File: config.mk
export PLATFORM = sky130hd
export DESIGN_NAME = ay_bus_master
export DESIGN_NICKNAME = d
export VERILOG_FILES = /design/src/rtl/ay_bus_pkg.sv /design/src/rtl/ay_phase_timer.sv /design/src/rtl/ay_bus_master.sv
export SDC_FILE = /design/constraint.sdc
export NUM_CORES = 1
export LEC_CHECK = 0
export CAP_MARGIN = 20
export CORE_MARGIN = 2
export CORE_UTILIZATION = 35
export CTS_BUF_LIST = sky130_fd_sc_hd__clkbuf_16
export DETAILED_ROUTE_END_ITERATION = 6
export PLACE_DENSITY = 0.67
export SYNTH_ARGS = -nofsm -noshare
export SYNTH_HDL_FRONTEND = slang
export SYNTH_HIERARCHICAL = 1
export SYNTH_SLANG_ARGS = --single-unit
File: constraint.sdc
create_clock -name fclk -period 3.6 [get_ports fclk]
set_input_delay 0.36 -clock fclk [delete_from_list [all_inputs] [get_ports fclk]]
set_output_delay 0.36 -clock fclk [all_outputs]
set_load 0.005 [all_outputs]
File: src/rtl/ay_bus_pkg.sv
// Shared constants for the AY/PSG bus master: op codes, bus codes and FSM states.
// Bus codes are ordered {BDIR, BC2, BC1}.
package ay_bus_pkg;

   localparam logic [2:0] OpLatch = 3'b000;
   localparam logic [2:0] OpWrite = 3'b001;
   localparam logic [2:0] OpRead  = 3'b010;
   localparam logic [2:0] OpConf  = 3'b011;
   localparam logic [2:0] OpWrreg = 3'b100;
   localparam logic [2:0] OpRdreg = 3'b101;

   localparam logic [2:0] BusInact = 3'b010;
   localparam logic [2:0] BusAddr  = 3'b111;
   localparam logic [2:0] BusWr    = 3'b110;
   localparam logic [2:0] BusRd    = 3'b011;

   localparam logic [2:0] StIdle   = 3'd0;
   localparam logic [2:0] StSetup  = 3'd1;
   localparam logic [2:0] StStrobe = 3'd2;
   localparam logic [2:0] StHold   = 3'd3;
   localparam logic [2:0] StWait   = 3'd4;

   function automatic logic is_reserved(input logic [2:0] op);
      return op[2] & op[1];
   endfunction

endpackage

File: src/rtl/ay_phase_timer.sv
// Loadable 10-bit down-counter timing every bus phase; o_done marks the last
// cycle of a phase that was loaded with its length.
module ay_phase_timer (
   input  logic       i_clk,
   input  logic       i_rst,
   input  logic       i_load,
   input  logic [9:0] i_value,
   output logic       o_done
);

   logic [9:0] r_cnt;

   always_ff @(posedge i_clk) begin
      if (i_rst) begin
         r_cnt <= 10'd0;
      end else if (i_load) begin
         r_cnt <= i_value;
      end else if (r_cnt != 10'd0) begin
         r_cnt <= r_cnt - 10'd1;
      end
   end

   assign o_done = (r_cnt == 10'd1);

endmodule

File: src/rtl/ay_bus_master.sv
// Host-side AY/PSG bus initiator: turns register requests into timed
// SETUP/STROBE/HOLD/WAIT bus cycles, with LATCH+WRITE/READ composites.
module ay_bus_master
   import ay_bus_pkg::*;
#(
   parameter int unsigned T_SU  = 2,
   parameter int unsigned T_STB = 8,
   parameter int unsigned T_HLD = 2,
   parameter int unsigned T_AW  = 140,
   parameter int unsigned T_DW  = 672
) (
   input  logic       fclk,
   input  logic       rst,
   input  logic       req_valid,
   output logic       req_ready,
   input  logic [2:0] req_op,
   input  logic [7:0] req_addr,
   input  logic [7:0] req_data,
   output logic       rd_valid,
   output logic [7:0] rd_data,
   output logic       aybdir,
   output logic       aybc1,
   output logic       aybc2,
   output logic       aya8,
   output logic       aya9_n,
   output logic [7:0] ayd_o,
   output logic       ayd_oe,
   input  logic [7:0] ayd_i
);

   localparam logic [9:0] LdSu  = 10'(T_SU);
   localparam logic [9:0] LdStb = 10'(T_STB);
   localparam logic [9:0] LdHld = 10'(T_HLD);
   localparam logic [9:0] LdAw  = 10'(T_AW);
   localparam logic [9:0] LdDw  = 10'(T_DW);

   logic [2:0] r_state;
   logic [2:0] r_code;
   logic [7:0] r_dout;
   logic [2:0] r_op;
   logic [7:0] r_data;
   logic       r_second;
   logic       r_relaunch;
   logic [7:0] r_rd_data;
   logic       r_rd_valid;

   logic       w_accept;
   logic       w_rsvd;
   logic       w_load;
   logic [9:0] w_load_val;
   logic       w_done;
   logic       w_addr_phase;
   logic [2:0] w_bus;

   assign w_accept = req_valid && (r_state == StIdle);
   assign w_rsvd   = is_reserved(req_op);

   ay_phase_timer u_timer (
      .i_clk   (fclk),
      .i_rst   (rst),
      .i_load  (w_load),
      .i_value (w_load_val),
      .o_done  (w_done)
   );

   // The relaunch cycle between composite halves spends one extra SETUP cycle
   // so each bus cycle keeps its own launch slot.
   always_comb begin
      w_load     = 1'b0;
      w_load_val = 10'd0;
      case (r_state)
         StIdle: begin
            if (w_accept) begin
               w_load     = 1'b1;
               w_load_val = w_rsvd ? 10'd1 : LdSu;
            end
         end
         StSetup: begin
            if (r_relaunch) begin
               w_load     = 1'b1;
               w_load_val = LdSu;
            end else if (w_done) begin
               w_load     = 1'b1;
               w_load_val = LdStb;
            end
         end
         StStrobe: begin
            if (w_done) begin
               w_load     = 1'b1;
               w_load_val = LdHld;
            end
         end
         StHold: begin
            if (w_done) begin
               w_load     = 1'b1;
               w_load_val = (r_code == BusAddr) ? LdAw : LdDw;
            end
         end
         StWait: begin
            if (w_done && r_second) begin
               w_load     = 1'b1;
               w_load_val = 10'd1;
            end
         end
         default: ;
      endcase
   end

   always_ff @(posedge fclk) begin
      if (rst) begin
         r_state    <= StIdle;
         r_code     <= BusInact;
         r_dout     <= 8'h00;
         r_op       <= OpLatch;
         r_data     <= 8'h00;
         r_second   <= 1'b0;
         r_relaunch <= 1'b0;
         r_rd_data  <= 8'h00;
         r_rd_valid <= 1'b0;
      end else begin
         r_rd_valid <= 1'b0;
         case (r_state)
            StIdle: begin
               if (w_accept) begin
                  r_op       <= req_op;
                  r_data     <= req_data;
                  r_relaunch <= 1'b0;
                  r_second   <= (req_op == OpWrreg) || (req_op == OpRdreg);
                  r_state    <= w_rsvd ? StWait : StSetup;
                  case (req_op)
                     OpLatch, OpWrreg, OpRdreg: begin
                        r_code <= BusAddr;
                        r_dout <= req_addr;
                     end
                     OpWrite: begin
                        r_code <= BusWr;
                        r_dout <= req_data;
                     end
                     OpRead: begin
                        r_code <= BusRd;
                        r_dout <= 8'h00;
                     end
                     OpConf: begin
                        r_code <= BusAddr;
                        r_dout <= {4'hF, req_data[3:0]};
                     end
                     default: begin
                        r_code <= BusInact;
                        r_dout <= 8'h00;
                     end
                  endcase
               end
            end
            StSetup: begin
               if (r_relaunch) begin
                  r_relaunch <= 1'b0;
               end else if (w_done) begin
                  r_state <= StStrobe;
               end
            end
            StStrobe: begin
               if (w_done) begin
                  r_state <= StHold;
                  if (r_code == BusRd) begin
                     r_rd_data  <= ayd_i;
                     r_rd_valid <= 1'b1;
                  end
               end
            end
            StHold: begin
               if (w_done) r_state <= StWait;
            end
            StWait: begin
               if (w_done) begin
                  if (r_second) begin
                     r_second   <= 1'b0;
                     r_relaunch <= 1'b1;
                     r_state    <= StSetup;
                     r_code     <= (r_op == OpWrreg) ? BusWr : BusRd;
                     r_dout     <= (r_op == OpWrreg) ? r_data : 8'h00;
                  end else begin
                     r_state <= StIdle;
                  end
               end
            end
            default: r_state <= StIdle;
         endcase
      end
   end

   always_comb begin
      w_addr_phase = (r_state == StSetup) || (r_state == StStrobe) || (r_state == StHold);
      w_bus        = (r_state == StStrobe) ? r_code : BusInact;
      aybdir       = w_bus[2];
      aybc2        = w_bus[1];
      aybc1        = w_bus[0];
      aya8         = w_addr_phase;
      aya9_n       = ~w_addr_phase;
      ayd_oe       = w_addr_phase && (r_code != BusRd);
      ayd_o        = ayd_oe ? r_dout : 8'h00;
      req_ready    = (r_state == StIdle);
      rd_valid     = r_rd_valid;
      rd_data      = r_rd_data;
   end

endmodule

# == After elaboration in Yosys (flattened, before gate mapping) ==
# Index checks and enable logic that the tools add are counted.
# Widths: inputs -> output; s select.
# totals
regBits,46
latchBits,0
ramBits,0
mem_bits_ro,0
input_bits,30
output_inout_bits,24
wordCells,105
mem_count,0
# classes
n_addsub,1
n_mul,0
div_mod_pow,0
order_cmp,0
n_eq_ne,21
n_shift,0
n_mux,47
n_bitwise,4
reduce_logical,22
# ops
cell,n
$pmux 10 s5,1
$mux 10,4
$mux 8,5
$mux 3,12
$pmux 8 s3,1
$pmux 8 s2,1
$eq 3x2->1 const B,5
$eq 3x3->1 const B,5
$pmux 3 s5,1
$mux 1,12
$ne 2x2->1 const B,6
$eq 10x1->1 const B,1
$reduce_bool 10->1,1
$sub 10x1->10 const B,1
$pmux 3 s3,1
$mux 4,2
$reduce_and 4->1,2
$eq 3x1->1 const B,2
$logic_not 3->1,2
$mux 2,3
$pmux 3 s2,1
$reduce_and 3->1,2
$reduce_and 6->1,1
$reduce_or 3->1,2
other kinds (14),21

# == Longest topological paths before layout ==
# Gate-level depths: netlist of the first run.
# logic_depth
ltp_word,5
depth_mapped,11
mapped_depth_nobuf,9

# == Cells and area by module ==
# The synthesis of the first run kept the hierarchy.
# modules_own_cells
mod,n_inst,cells_per_inst,area_per_inst_um2,seq_area_each_um2
ay_bus_master,1,232,1823.0,700.7
ay_phase_timer,1,72,608.1,200.2

# == Least setup slack after synthesis of the first run ==
# Ideal clock, no wire load.
# synth_timing
path_type,register -> register
from,register u_timer.r_cnt[4]
to,register u_timer.r_cnt[6]
setup_ps,119
arrival_ps,2752
required_ps,3481
slack_ps,729
stages_incl_launch_ff,10
n_path_buf,2
synth_period_minus_slack_ps,2871
cell_sequence,dfxtp_1 -> nor4_4 -> and2_2 -> and3_1 -> clkbuf_1 -> o22ai_1 -> a222oi_1 -> inv_1 -> clkbuf_1 -> o221a_2
# synth_via
elab_chain_cells,5
word_cells_on_any_way,13
cone_classes,add/sub: 1; eq/ne: 1; mux: 8; reduce/logical: 3
# synth_lines
element,line,text
from (decl),ay_phase_timer.sv:11,logic [9:0] r_cnt;
from (signal assigned),ay_phase_timer.sv:17,r_cnt <= i_value;
from (signal assigned),ay_phase_timer.sv:19,r_cnt <= r_cnt - 10'd1;
$eq 10x1->1 *,ay_phase_timer.sv:23,assign o_done = (r_cnt == 10'd1);
named net w_done,ay_bus_master.sv:51,logic w_done;
$mux 1 or $logic_and 1x1->1 (tied branches),-,
$mux 1 (on tied branches),"ay_bus_master.sv:79, ay_bus_master.sv:100",
$pmux 1 s4 *,ay_bus_master.sv:71,case (r_state)
named net w_load,ay_bus_master.sv:49,logic w_load;
$mux 10 or $reduce_bool 2->1 (tied branches),-,
# The timed path passes the listed nets; every way through them passes the cells marked *. The select of a mux whose other input is x is not followed.
# A chain may end at the register's enable or synchronous reset.

# == Worst setup path in the final report of the first run ==
# layout_timing
from,register r_state[0]
to,output ayd_o[6]
# layout_via
elab_chain_cells,5
word_cells_on_any_way,7
cone_classes,eq/ne: 3; mux: 1; reduce/logical: 3
# layout_lines
element,line,text
from (decl),ay_bus_master.sv:37,logic [2:0] r_state;
from (signal assigned),ay_bus_master.sv:111,r_state <= StIdle;
from (signal assigned),ay_bus_master.sv:129,r_state <= w_rsvd ? StWait : StSetup;
from (signal assigned),ay_bus_master.sv:158,r_state <= StStrobe;
$eq 3x1->1 or $eq 3x2->1 (tied branches),ay_bus_master.sv:192,w_addr_phase = (r_state == StSetup) || (r_state == StStrobe) || (r_state == StHold);
$logic_or 1x1->1,ay_bus_master.sv:192,
$logic_or 1x1->1 *,ay_bus_master.sv:192,
$logic_and 1x1->1 *,ay_bus_master.sv:199,ayd_oe = w_addr_phase && (r_code != BusRd);
$mux 8 *,ay_bus_master.sv:200,ayd_o = ayd_oe ? r_dout : 8'h00;
to (decl),ay_bus_master.sv:26,"output logic [7:0] ayd_o,"
# Mark *: on every way between the ends. The rest lies on a longest branch, timed or not.

==> results.cfg, run 1 <==
[final_layout]
drive_above_1_share = 0.08857
fin_util = 0.4693
design_area_mm2 = 0.003171
syn_to_final_growth_pct = 30.42
final_cells = 430
final_nets = 381
antenna_cells = 0

[cts]
cts_setup_buffers = 0
cts_resized = 0
clockBufferDepth = 2
root_buffer = clkbuf_16
clock_sinks = 45
cts_tree = built
ctsHoldBuffers = 0
cts_buffers = 5
clk-insertion-delay-late_ns = 0.29
htree_num_levels = 2
clk_pin_slew_ns = 0.06

[yosys]
ys_dominant_reg_cell = dfxtp_1
ys_types = 56
synthesis.area_mm2 = 0.002431
avgSynthCellArea_um2 = 7.997
yosysTopAreaCellShare = 0.3706
synth-edff-count = 0
yosysWarnings = 6
synth_seq_area_share = 0.3706
async_reset_ff_frac = 0
ys_ff_latch = 45
synthCells = 304
synth_largest_area_cell = dfxtp_1
synth.area.top_cells = dfxtp_1 (37%), nor2_1 (6.8%), nand2_1 (5.6%)

[timing]
holdWs_ns = 0.4581
drv_slew = 0
period_minus_slack_ns = 2.866
finalHoldViolations = 0
min_period_over_period = 0.7961
worst_pin_slew_ns = 0.7084
clock_skew_ns = 0.004631
rsz0062_at_grt = false
fmax_ghz = 0.3489
relSlewSlack = 0.5263
setup_tns_ns = 0
fin_ws_ns = 0.7341
setup_viol = 0

[die]
num_rows = 30
core_mm2 = 0.006756
die_h_um = 87.34
io_pins = 54
die_x_um = 87.34
die_area_mm2 = 0.007628
initial_core_util = 0.3598

[worst_setup_path]
cp-end-kind = primary output
crit_chain = nor2_1 -> nor2_1 -> inv_1 -> nor2_1 -> and2_1 -> clkdlybuf4s50_1
critPathArrivalTime_ns = 2.51
path_max_fanout = 18
max_stage_delay_ns = 0.69
start_kind = flip-flop
cp.required_ns = 3.24
reg2reg_depth = 10
crit_slowest_cell = dfxtp_1
crit_top_cell = nor2_1
setup.worst_path.class = flip-flop to primary output

[global_route]
grt_usage = 0.1609
grt_pass1_wl_um = 9680
grt_pass1_vias = 2079
antenna_found_initial = 0
grt_max_degree = 27
grt_overflow_total = 0

[placement]
dp.cells = 422
io_buffers = 52
place_area_mm2 = 0.003003
routabilityCongestion = 0.8634
hpwl_um = 4196
pre_cts_ws_ns = 0.8127

[detailed_routing]
vias = 2307
dr.pass1.iters = 5
postRouteAntennaNets = 0
avgViaCountPerCell = 5.365
wl_um = 6051
wl_per_cell_um = 14.07
drcViolationCount = 0
first_iter_violations = 135

[outcome]
status = completed

[power_and_ir_drop]
p_leak_nw = 1.232
switching_share = 0.3494
power_mw = 1.937
seqPwrFrac = 0.359
powerDensity_mw_per_mm2 = 610.8
pwr-share-comb = 0.371
switchingPower_mw = 0.6767
p_int_mw = 1.260
clockPowerShare = 0.270
max-vdd-ir-drop_mv = 0.3044

[worst_hold_path]
min_path_cells = 2
holdCritPathClass = flip-flop to flip-flop

[run]
max_cap_violations = 0
[cells in the mapped netlist (2+ instances only)]
cell type	instances
a31oi_1	3
o21ai_0	13
buf_2	3
and3_1	2
o31ai_1	2
nand2b_1	2
nand3b_1	2
o22ai_1	2
nand4b_1	2
ha_1	2
a221oi_1	4
nor2b_1	6
mux2i_1	11
o221a_2	2
a211oi_1	4
nor3b_1	6
xnor2_1	4
conb_1	2
inv_1	9
nor2_1	44
nand2_1	36
o21ai_2	2
a21oi_1	23
or4_1	2
and2_1	10
mux2_2	4
dfxtp_1	45
nor3_1	11
clkbuf_1	15
nand3_1	5
[path summary, 6_finish.rpt]
| check | from | to | slack, ns |
|---|---|---|---|
| worst max-delay path | r_state[0]$_SDFFE_PP0P_ | ayd_o[6] | 0.73 |
| worst min-delay path | r_data[4]$_SDFFE_PP0P_ | r_data[4]$_SDFFE_PP0P_ | 0.46 |
| worst max register to register | u_timer/r_cnt[4]$_SDFFE_PP0P_ | u_timer/r_cnt[3]$_SDFFE_PP0P_ | 0.76 |
| worst min register to register | r_data[4]$_SDFFE_PP0P_ | r_data[4]$_SDFFE_PP0P_ | 0.46 |
[cells by family (layout without fill, tap and decap cells)]
| logic type | after synthesis | after routing | synth area share |
|---|---|---|---|
| xor+xnor | 4 | 4 | 0.01441 |
| mux | 15 | 15 | 0.06382 |
| flops | 45 | 45 | 0.3706 |
| compound gates | 63 | 63 | 0.1662 |
| fa+ha+maj | 2 | 2 | 0.01029 |
| other cells | 2 | 4 | 0.003089 |
| simple gates | 143 | 143 | 0.3191 |
| buf+inv | 30 | 74 | 0.05249 |
[placed cells by master, fill, tap and decap left out, types with 2 or more instances in the layout]
master           Yosys  final
nor2b_1              6      6
nand3_1              5      5
mux2_2               4      4
a21oi_1             23     23
o31ai_1              2      2
mux2i_1             11     11
or4_1                2      2
a221oi_1             4      4
a211oi_1             4      4
o21ai_0             13     13
nor3_1              11     11
and3_1               2      2
nand2_1             36     36
o21ai_2              2      2
dfxtp_1             45     45
nor2_1              44     44
inv_1                9     10
nand3b_1             2      2
conb_1               2      4
clkdlybuf4s50_1      0     52
nor3b_1              6      6
o22ai_1              2      2
nand2b_1             2      2
xnor2_1              4      4
and2_1              10     10
ha_1                 2      2
clkbuf_16            0      5
o221a_2              2      2
a31oi_1              3      3
buf_4                1      5
nand4b_1             2      2
[layer usage]
layer | share of wire | track usage | up-vias | routed length [um]
li1 | - | - | 1147 | -
met1 | 0.45 | 0.2034 | 1075 | 2719
met2 | 0.48 | 0.2665 | 80 | 2887
met3 | 0.063 | 0.03791 | 5 | 380
met4 | 0.010 | 0.05734 | 0 | 63
met5 | 0 | 0 | - | 0
[area by class of cell]
type | count | area, um^2
tap | 80 | 100.1
clock inverter | 3 | 42.54
timing repair buffer | 57 | 558.0
sequential | 45 | 900.9
inverter | 9 | 33.78
fill | 669 | 3586
clock buffer | 5 | 125.1
multi-input combinational | 231 | 1410
[sequential cells by signal, indices dropped and copies added, names as in the netlist]
name / count
rd_data: 8
r_op: 3
rd_valid: 1
u_timer/r_cnt: 10
r_code: 2
r_state: 3
r_relaunch: 1
r_data: 8
r_second: 1
r_dout: 8
[worst max-delay path, delay by kind of cell, from the launching register on]
kind	cells	cell delay, ns
simple gates	4	0.95
buf+inv	2	0.59
flops	1	0.69
[power by group through the flow]
stage	Sequential, mW	Clock [mW]	Combinational, mW
after floorplan	0.666	0	0.550
after global placement	0.702	0	0.696
after detailed placement	0.705	0	0.711
after CTS	0.695	0.532	0.716
after global routing	0.709	0.549	0.792
final	0.695	0.522	0.719
No activity file was read; power rests on OpenSTA's default activity.
==> run 2: changes to the inputs <==
==> constraint.sdc (replaced) <==
create_clock -name fclk -period 2.9 [get_ports fclk]
set_input_delay 0.29 -clock fclk [delete_from_list [all_inputs] [get_ports fclk]]
set_output_delay 0.29 -clock fclk [all_outputs]
set_load 0.005 [all_outputs]
==> run 2 against run 1 <==
Total power up 25%. Core utilization grew 0.44 points. Cell count rose by 0.93%. Critical path type is now flip-flop to flip-flop. Sequential power is 22% higher. Sequential share of layout area down 0.27 points. Setup slack got worse by 0.47 ns. Critical endpoint is now r_dout[7]$_SDFFE_PP0P_.
==> results.cfg, run 2 (synthesis gave the netlist of run 1 again) <==
[final_layout]
fin_util = 0.4737
top_register = u_timer/r_cnt
mostFrequentLayoutCell = clkdlybuf4s50_1
syn_to_final_growth_pct = 31.65
final_nets = 385
antenna_cells = 0
layout_common_cells = clkdlybuf4s50_1 (52), dfxtp_1 (45), nor2_1 (44)
largest_reg_flops = 10
drive_above_1_share = 0.1017
n_fill_cell = 661

[die]
core_mm2 = 0.006756
die_x_um = 87.34
die_h_um = 87.34
die_area_mm2 = 0.007628
num_rows = 30
io_pins = 54
initial_core_util = 0.3598

[worst_setup_path]
crit_chain = nor4_4 -> and2_2 -> and3_1 -> or4bb_1 -> o21ai_2 -> nor2_1 -> a211oi_1
path_max_fanout = 9
cp-end-kind = flip-flop
crit_slowest_cell = or4bb_1
setup.worst_path.class = flip-flop to flip-flop
cp.required_ns = 3.09
path_buf_inv = 0
max_stage_delay_ns = 0.47
cpLargestDelayFamily = simple AND/OR/NAND/NOR gates
start_kind = flip-flop
critPathArrivalTime_ns = 2.82

[global_route]
grt_usage = 0.1681
met3_usage = 0.03697
grt_pass1_wl_um = 10180
grt_util_met2 = 0.2617
grt.busiest_layer = met2
antenna_found_initial = 0
global_route.usage.met1 = 0.2224
grt_pass1_vias = 2161
grt_max_degree = 24
grt_overflow_total = 0

[power_and_ir_drop]
seqPwrFrac = 0.351
p_int_mw = 1.576
power_mw = 2.426
pwr-share-comb = 0.383
switching_share = 0.3506
max-vdd-ir-drop_mv = 0.3566
powerDensity_mw_per_mm2 = 758.0
switchingPower_mw = 0.8506
p_leak_nw = 1.252
clockPowerShare = 0.266

[cts]
clock_sinks = 45
ctsHoldBuffers = 0
clockBufferDepth = 2
cts_buffers = 5
root_buffer = clkbuf_16
htree_num_levels = 2
cts_tree = built
clk-insertion-delay-late_ns = 0.29
clk_pin_slew_ns = 0.06

[detailed_routing]
dr.pass1.iters = 4
wl_um = 6184
avgViaCountPerCell = 5.302
drcViolationCount = 0
postRouteAntennaNets = 0
wl_per_cell_um = 14.25
first_iter_violations = 128
vias = 2301

[timing]
drv_slew = 0
setup_tns_ns = 0
setup_viol = 0
relSlewSlack = 0.5846
fmax_ghz = 0.3798
min_period_over_period = 0.9079
period_minus_slack_ns = 2.633
clock_skew_ns = 0.004498
finalHoldViolations = 0
worst_pin_slew_ns = 0.6208
rsz0062_at_grt = false

[worst_hold_path]
holdCritPathClass = flip-flop to flip-flop

[placement]
routabilityCongestion = 0.8328
hpwl_um = 4377
io_buffers = 52

[outcome]
status = completed

[run]
max_cap_violations = 0
[run 2: cell types whose count changed in the layout (fill, tap and decap cells not counted)]
cell,delta
inv_2,+1
inv_1,-1
buf_4,+4
[run 2: repair_timing]
| item | 4_1_cts | 5_1_grt |
|---|---|---|
| setup endpoints to repair | 0 | 1 |
| resized for setup | 0 | 1 |
| setup buffers | 0 | 0 |
[run 2: worst paths after layout]
check	startpoint	endpoint	slack, ns	cells after the start
setup / recovery	u_timer/r_cnt[4]$_SDFFE_PP0P_	r_dout[7]$_SDFFE_PP0P_	0.27	7
hold / removal	r_data[6]$_SDFFE_PP0P_	r_data[6]$_SDFFE_PP0P_	0.45	2
setup reg to reg	u_timer/r_cnt[4]$_SDFFE_PP0P_	r_dout[7]$_SDFFE_PP0P_	0.27	7
hold reg to reg	r_data[6]$_SDFFE_PP0P_	r_data[6]$_SDFFE_PP0P_	0.45	2
[run 2: area by class of cell]
class                           instances  area (um^2)  area share
Multi-Input combinational cell        231         1410      0.4406
Sequential cell                        45        900.9      0.2815
Timing Repair Buffer                   61        588.1      0.1837
Clock buffer                            5        125.1     0.03909
Tap cell                               80        100.1     0.03127
Clock inverter                          3        42.54     0.01329
Inverter                                9        33.78     0.01056
[run 2: routing by layer]
layer / vias to the layer above / wire (um)
met2: 86 / 2869
met3: 12 / 335
met4: 0 / 139
met1: 1052 / 2839
li1: 1151 / -
met5: - / 0
[run 2: worst min-delay path: cells and delay by family, from the launching register on]
kind            cells  cell delay (ns)
compound gates      1             0.05
flops               1             0.31
simple gates        1             0.05
[run 2: stage by stage]
| stage | setup WS (ns) | hold WS (ns) | instances | cell area (um^2) |
|---|---|---|---|---|
| 2_1_floorplan | 0.02893 | 0.3591 | 306 | 2439 |
| 3_3_place_gp | 0.4019 | 0.4434 | 426 | 3033 |
| 3_5_place_dp | 0.2327 | 0.4478 | 426 | 3033 |
| 4_1_cts | 0.2490 | 0.4564 | 434 | 3201 |
| 5_1_grt | 0.05317 | 0.4772 | 434 | 3201 |
| 6_report | 0.2671 | 0.4545 | 434 | 3201 |
[run 2: power groups by stage]
stage / clock, mW / sequential, mW / combinational (mW)
6_report: 0.645 / 0.851 / 0.930
5_1_grt: 0.686 / 0.865 / 1.03
4_1_cts: 0.657 / 0.848 / 0.925
3_5_place_dp: 0 / 0.860 / 0.916
3_3_place_gp: 0 / 0.853 / 0.904
2_1_floorplan: 0 / 0.827 / 0.683
==> run 3: changes to the inputs <==
--- a/config.mk
+++ b/config.mk
@@ -11,6 +11,8 @@
 export CTS_BUF_LIST = sky130_fd_sc_hd__clkbuf_16
 export DETAILED_ROUTE_END_ITERATION = 6
 export PLACE_DENSITY = 0.67
+export SETUP_SLACK_MARGIN = 0.02
+export SKIP_LAST_GASP = 1
 export SYNTH_ARGS = -nofsm -noshare
 export SYNTH_HDL_FRONTEND = slang
 export SYNTH_HIERARCHICAL = 1
==> results of run 3 <==
Same layout as run 2: the final DEF is identical, and so are final timing and power.
